**src/rtl/dma_xfer_ctrl_if.sv**
```systemverilog
// Host/address-counter port bundle of the DMA transfer sequencer.
// The host side is the master; the sequencer side is the slave.
interface dma_xfer_ctrl_if #(
  parameter int AW = 8,
  parameter int WW = 8
);
  localparam int DW = (AW > WW) ? AW : WW;

  logic          instr_valid;
  logic [2:0]    instr;
  logic [DW-1:0] din;
  logic          step;
  logic          addr_load;
  logic [AW-1:0] addr_data;
  logic          addr_enable;
  logic          addr_up;
  logic [WW-1:0] wc_out;
  logic [2:0]    ctrl_out;
  logic          busy;
  logic          done;

  modport master (
    output instr_valid, instr, din, step,
    input  addr_load, addr_data, addr_enable, addr_up, wc_out, ctrl_out, busy, done
  );

  modport slave (
    input  instr_valid, instr, din, step,
    output addr_load, addr_data, addr_enable, addr_up, wc_out, ctrl_out, busy, done
  );
endinterface

```
**src/rtl/dma_xfer_ctrl.sv**
```systemverilog
// Instruction-driven sequencer for the DMA address generator: decodes opcodes,
// holds control/shadow registers and the word counter, and drives the address counter.
module dma_xfer_ctrl #(
  parameter int AW = 8,
  parameter int WW = 8
) (
  input  logic           clk,
  input  logic           res,
  dma_xfer_ctrl_if.slave bus
);

  typedef enum logic [1:0] {IDLE, RUN, DONE} state_e;
  typedef enum logic [2:0] {
    OP_WRCR   = 3'd0,
    OP_LDADDR = 3'd1,
    OP_LDWC   = 3'd2,
    OP_REINIT = 3'd3,
    OP_START  = 3'd4,
    OP_STOP   = 3'd5
  } op_e;

  state_e        state, state_n;
  logic [2:0]    ctrl, ctrl_n;
  logic [AW-1:0] addr_shadow, addr_shadow_n;
  logic [WW-1:0] wc_shadow, wc_shadow_n;
  logic [WW-1:0] wc, wc_n;
  logic [AW-1:0] addr_data, addr_data_n;
  logic          load, load_n;
  logic          enable, enable_n;
  logic          done, done_n;

  op_e  op;
  logic is_op;

  assign op    = op_e'(bus.instr);
  assign is_op = bus.instr_valid;

  always_ff @(posedge clk) begin
    if (res) begin
      state       <= IDLE;
      ctrl        <= 3'b001;
      addr_shadow <= '0;
      wc_shadow   <= '0;
      wc          <= '0;
      addr_data   <= '0;
      load        <= 1'b0;
      enable      <= 1'b0;
      done        <= 1'b0;
    end else begin
      state       <= state_n;
      ctrl        <= ctrl_n;
      addr_shadow <= addr_shadow_n;
      wc_shadow   <= wc_shadow_n;
      wc          <= wc_n;
      addr_data   <= addr_data_n;
      load        <= load_n;
      enable      <= enable_n;
      done        <= done_n;
    end
  end

  always_comb begin
    state_n       = state;
    ctrl_n        = ctrl;
    addr_shadow_n = addr_shadow;
    wc_shadow_n   = wc_shadow;
    wc_n          = wc;
    addr_data_n   = addr_data;
    load_n        = 1'b0;
    enable_n      = 1'b0;
    done_n        = done;

    if (state == RUN) begin
      // In RUN done is only a reload pulse, so it falls back low by default.
      done_n = 1'b0;
      if (is_op && op == OP_REINIT) begin
        wc_n        = wc_shadow;
        load_n      = 1'b1;
        addr_data_n = addr_shadow;
        state_n     = IDLE;
      end else begin
        if (bus.step && wc != '0) begin
          wc_n = wc - WW'(1);
          if (wc == WW'(1)) begin
            done_n = 1'b1;
            if (ctrl[1]) begin
              // The reload overwrites the counter, so it replaces the enable pulse.
              wc_n        = wc_shadow;
              load_n      = 1'b1;
              addr_data_n = addr_shadow;
            end else begin
              enable_n = 1'b1;
              state_n  = DONE;
            end
          end else begin
            enable_n = 1'b1;
            if (is_op && op == OP_STOP) state_n = IDLE;
          end
        end else if (is_op && op == OP_STOP) begin
          state_n = IDLE;
        end
      end
    end else if (is_op) begin
      case (op)
        OP_WRCR:   ctrl_n = bus.din[2:0];
        OP_LDADDR: begin
          addr_shadow_n = bus.din[AW-1:0];
          addr_data_n   = bus.din[AW-1:0];
          load_n        = 1'b1;
        end
        OP_LDWC: begin
          wc_shadow_n = bus.din[WW-1:0];
          wc_n        = bus.din[WW-1:0];
          done_n      = 1'b0;
        end
        OP_REINIT: begin
          wc_n        = wc_shadow;
          load_n      = 1'b1;
          addr_data_n = addr_shadow;
          done_n      = 1'b0;
          state_n     = IDLE;
        end
        OP_START: begin
          if (wc == '0) begin
            state_n = DONE;
            done_n  = 1'b1;
          end else begin
            state_n = RUN;
            done_n  = 1'b0;
          end
        end
        default: ;
      endcase
    end
  end

  assign bus.addr_load   = load;
  assign bus.addr_data   = addr_data;
  assign bus.addr_enable = enable;
  assign bus.addr_up     = ctrl[0];
  assign bus.wc_out      = wc;
  assign bus.ctrl_out    = ctrl;
  assign bus.busy        = (state == RUN);
  assign bus.done        = done;

endmodule

```
**src/flat_wrapper.sv**
```systemverilog
// flat-port wrapper written by rule: the top's interface ports become plain ports
module dma_xfer_ctrl_flat 
#(
  parameter int AW = 8,
  parameter int WW = 8
)
  (clk, res, bus_instr_valid, bus_instr, bus_din, bus_step, bus_addr_load, bus_addr_data, bus_addr_enable, bus_addr_up, bus_wc_out, bus_ctrl_out, bus_busy, bus_done);
  dma_xfer_ctrl_if #(.AW(AW), .WW(WW)) bus_i ();
  input  logic clk;
  input  logic res;
  input wire logic [$bits(bus_i.instr_valid)-1:0] bus_instr_valid;
  input wire logic [$bits(bus_i.instr)-1:0] bus_instr;
  input wire logic [$bits(bus_i.din)-1:0] bus_din;
  input wire logic [$bits(bus_i.step)-1:0] bus_step;
  output wire logic [$bits(bus_i.addr_load)-1:0] bus_addr_load;
  output wire logic [$bits(bus_i.addr_data)-1:0] bus_addr_data;
  output wire logic [$bits(bus_i.addr_enable)-1:0] bus_addr_enable;
  output wire logic [$bits(bus_i.addr_up)-1:0] bus_addr_up;
  output wire logic [$bits(bus_i.wc_out)-1:0] bus_wc_out;
  output wire logic [$bits(bus_i.ctrl_out)-1:0] bus_ctrl_out;
  output wire logic [$bits(bus_i.busy)-1:0] bus_busy;
  output wire logic [$bits(bus_i.done)-1:0] bus_done;
  assign bus_i.instr_valid = bus_instr_valid;
  assign bus_i.instr = bus_instr;
  assign bus_i.din = bus_din;
  assign bus_i.step = bus_step;
  assign bus_addr_load = bus_i.addr_load;
  assign bus_addr_data = bus_i.addr_data;
  assign bus_addr_enable = bus_i.addr_enable;
  assign bus_addr_up = bus_i.addr_up;
  assign bus_wc_out = bus_i.wc_out;
  assign bus_ctrl_out = bus_i.ctrl_out;
  assign bus_busy = bus_i.busy;
  assign bus_done = bus_i.done;
  dma_xfer_ctrl #(.AW(AW), .WW(WW)) u_core (.clk(clk), .res(res), .bus(bus_i));
endmodule
```
**config.mk**
```make
export PLATFORM = sky130hd
export DESIGN_NAME = dma_xfer_ctrl_flat
export DESIGN_NICKNAME = d
export VERILOG_FILES = /design/src/rtl/dma_xfer_ctrl_if.sv /design/src/rtl/dma_xfer_ctrl.sv /design/src/flat_wrapper.sv
export SDC_FILE = /design/constraint.sdc
export NUM_CORES = 1
export LEC_CHECK = 0
export CORE_UTILIZATION = 52
export CTS_CLUSTER_SIZE = 12
export DETAILED_ROUTE_END_ITERATION = 16
export HOLD_SLACK_MARGIN = 0.1
export PLACE_DENSITY = 0.77
export SLEW_MARGIN = 40
export SYNTH_ARGS = -nofsm -noshare
export SYNTH_HDL_FRONTEND = slang
export SYNTH_SLANG_ARGS = --single-unit
export TNS_END_PERCENT = 100
```
**constraint.sdc**
```tcl
create_clock -name clk -period 2 [get_ports clk]
set_input_delay 0.2 -clock clk [delete_from_list [all_inputs] [get_ports clk]]
set_output_delay 0.2 -clock clk [all_outputs]
set_load 0.02 [all_outputs]
```
==> results by group <==
Global route
  • Vias in the first global route: 1690
  • Largest net degree at the start of global routing: 43
  • First-pass GRT wire length: 7.74 mm
  • Gr usage total: 24.4%
  • GR Overflow Total: 0
  • Antenna violations before repair: 0

Critical path
  • Crit path arrival time: 2.13 ns
  • Worst Setup Path Type: flip-flop to flip-flop
  • Crit end category: flip-flop
  • First element of the critical path: u_core.bus.wc_out[0]$_SDFFE_PP0P_
  • Worst r2r path cells: 7
  • Register-to-Register Setup Slack: 0.09 ns
  • Critical path peak fanout: 16
  • Crit Reg-Reg Endpoint: u_core.bus.addr_data[6]$_SDFFE_PP0P_
  • Crit start category: flip-flop
  • Crit path capture: u_core.bus.addr_data[6]$_SDFFE_PP0P_
  • Reg2reg start: u_core.bus.wc_out[0]$_SDFFE_PP0P_
  • Data required, critical path: 2.22 ns

Floorplan
  • DIE AREA: 4220 sq um
  • Initial Util: 55.0%
  • Die width: 65.0 um
  • Vert. Die Dim: 65.0 um
  • I/O Pins: 39
  • Row count: 22
  • Core Area: 3740 sq um

Detailed routing
  • Drt wl/cell: 14.2 um
  • Routed vias/inst: 5.72
  • Vias: 1916
  • Final WL: 4.77 mm
  • DRC: 0
  • Drt initial violations: 123
  • Antenna viol nets, final: 0
  • DRT Pass-1 Iters: 4

Placement
  • Placed cell count: 325
  • Buffers on Ports: 38
  • DP HPWL: 3.42 mm
  • GPL Wtd Cong: 0.812
  • Dpl ws: 0.00650 ns

Power and ir drop
  • Worst vdd rail ir drop: 537 uV
  • Cell Pwr Density: 698 nW/um^2
  • Leak pwr: 1.06 nW
  • Tot Pwr: 1.91 mW

Flow run
  • Max Cap Viol: 0

Synth
  • Syn Nets: 254
  • Ys async rst share: 0%
  • Leading area contributor after synthesis: dfxtp_1
  • Most used DFF post-synth: dfxtp_1
  • Register area share after synthesis: 38.9%
  • Yosys cell types: 52
  • Post-synth EDFFs: 0
  • Synthesized flop and latch total: 40
  • Area fraction of the dominant cell type after synthesis: 38.9%
  • Cells after Synth: 236
  • Top cells by area, synth: dfxtp_1 39%, mux2i_1 7.8%, nor2_1 4.9%, nand2_1 4.7%, nand3_1 4.1%
  • Syn_area_per_cell: 8.73 sq um
  • Yosys warns: 0
  • Netlist Area Pre-Place: 2060 sq um

STA
  • Clock Skew: 0.00506 ns
  • Slew Limit Fails: 0
  • RSZ-0062 raised after global routing: yes
  • Final setup fails: 0
  • Hold Vio Cnt, Final: 0
  • Setup_tns: 0 ns
  • Worst slew pin tran: 0.406 ns
  • Fin crit period: 1.91 ns
  • Max Freq: 523 MHz
  • Hold slack: 0.456 ns
  • PnR worst setup slack: 0.0871 ns
  • Crit share post-route: 95.6%
  • Max-slew headroom: 72.8%

Hold path
  • Type of the tightest min-delay check: flip-flop to flip-flop

Clocking
  • Cts bufs inserted: 5
  • Clock transition at path regs: 0.08 ns
  • Worst skew pair latency: 0.30 ns
  • Root buf cell: clkbuf_8
  • CTS Buffer Depth: 2
  • Sink Count: 40
  • Hold buffers post-CTS: 0
  • CTS H-Tree Depth: 2
  • CTS tree: done

Cells and area
  • Multi-input logic area: 1180 sq um
  • Finished Layout Cells: 335
  • Area growth syn-to-layout: 32.9%
  • FILL cells: 303
  • Ratio of cells with drive above 1 in the final layout: 15.7%
  • Final nets: 304
  • Seq. cell area: 802 sq um
  • N_diodes: 0

Outcome
  • Status: complete, no violations
-- sequential cells by signal, summed over array words and instances (netlist names) --
| register | count |
|---|---|
| u_core.addr_shadow | 8 |
| u_core.bus.addr_data | 8 |
| u_core.bus.addr_enable | 1 |
| u_core.bus.addr_load | 1 |
| u_core.bus.ctrl_out | 3 |
| u_core.bus.done | 1 |
| u_core.bus.wc_out | 8 |
| u_core.state | 2 |
| u_core.wc_shadow | 8 |
-- timing repair --
action	4_1_cts	5_1_grt
buffers inserted	0	2
gates resized for setup	1	5
endpoints found under the setup margin	2	17
pin swaps	0	0
-- how the worst min path moves through the flow --
stage	startpoint	endpoint	slack, ns	cells past startpoint
floorplan	bus_din[0]	u_core.addr_shadow[0]$_SDFFE_PP0P_	0.34	2
global placement	u_core.state[1]$_SDFFE_PP0P_	u_core.state[1]$_SDFFE_PP0P_	0.44	2
CTS	u_core.wc_shadow[2]$_SDFFE_PP0P_	u_core.wc_shadow[2]$_SDFFE_PP0P_	0.46	2
global route	u_core.wc_shadow[5]$_SDFFE_PP0P_	u_core.wc_shadow[5]$_SDFFE_PP0P_	0.48	2
detailed placement	u_core.wc_shadow[2]$_SDFFE_PP0P_	u_core.wc_shadow[2]$_SDFFE_PP0P_	0.45	2
finish	u_core.wc_shadow[6]$_SDFFE_PP0P_	u_core.wc_shadow[6]$_SDFFE_PP0P_	0.46	2
-- cell usage in the layout, fill, tap and decap left out, types with 3 or more instances in the layout --
cell,n
a211oi_1,7
a21oi_1,16
a311oi_1,5
a32oi_1,4
buf_4,18
clkbuf_8,6
clkdlybuf4s50_1,38
dfxtp_1,39
ha_1,3
inv_1,5
mux2i_1,16
nand2_1,26
nand3_1,17
nor2_1,27
nor2b_1,4
o21ai_0,6
xor2_1,3
-- area by class of cell --
cell class	instances	area share [%]
multi-input cells	175	43.0
flip-flops and latches	40	29.3
repair buffers	58	20.3
clock buffers	6	3.02
well taps	48	2.19
clock inverters	2	1.42
inverters	6	0.822
-- cells by family after synthesis --
| kind of cell | synth area share, % |
|---|---|
| fa+ha+maj | 1.82 |
| simple gates | 23.4 |
| xor+xnor | 2.13 |
| flops | 38.9 |
| buf+inv | 5.52 |
| compound gates | 20.0 |
| mux | 8.32 |
-- worst max-delay path: stages, from the launching register on --
cell and delay [ns]:
dfxtp_2 0.36, inv_1 0.08, ha_1 0.17, or4b_4 0.50, o21ai_4 0.22, a22oi_4 0.12, buf_12 0.17, a311oi_2 0.21
-- synth_stat cells, types with 2 or more instances --
library cell	n
nor2_2	2
o21ai_0	6
nor3b_1	2
inv_1	5
xnor2_1	2
a21oi_1	16
nand2_1	26
nor2b_1	4
nand2b_1	2
a211oi_1	8
nor2_1	27
mux2i_1	16
a311oi_1	6
buf_2	4
a32oi_1	4
nand3_1	17
nor3_1	2
dfxtp_1	40
nand4_1	2
xor2_1	3
buf_4	2
buf_6	3
ha_1	3
clkbuf_1	6
-- where the power goes --
group          leakage, nW  total (mW)  internal [mW]  switching, mW
sequential           0.325       0.849          0.823         0.0258
clock               0.0614       0.703          0.408          0.295
combinational        0.670       0.359          0.172          0.188
total                 1.06        1.91           1.40          0.508
-- through the flow --
stage	utilization (%)	area, sq um
after global routing	73.2	2740
after floorplan	-	2060
after CTS	72.1	2700
after detailed placement	68.6	2570
after global placement	68.6	2570
final	73.2	2740
-- per-layer routing --
metal / track usage [%] / vias up / routed length (um)
li1: - / 952 / -
met1: 31.4 / 898 / 2190
met2: 38.3 / 61 / 2260
met3: 7.75 / 5 / 278
met4: 8.06 / 0 / 45
met5: 0 / - / 0
No activity file was read; power rests on OpenSTA's default activity.
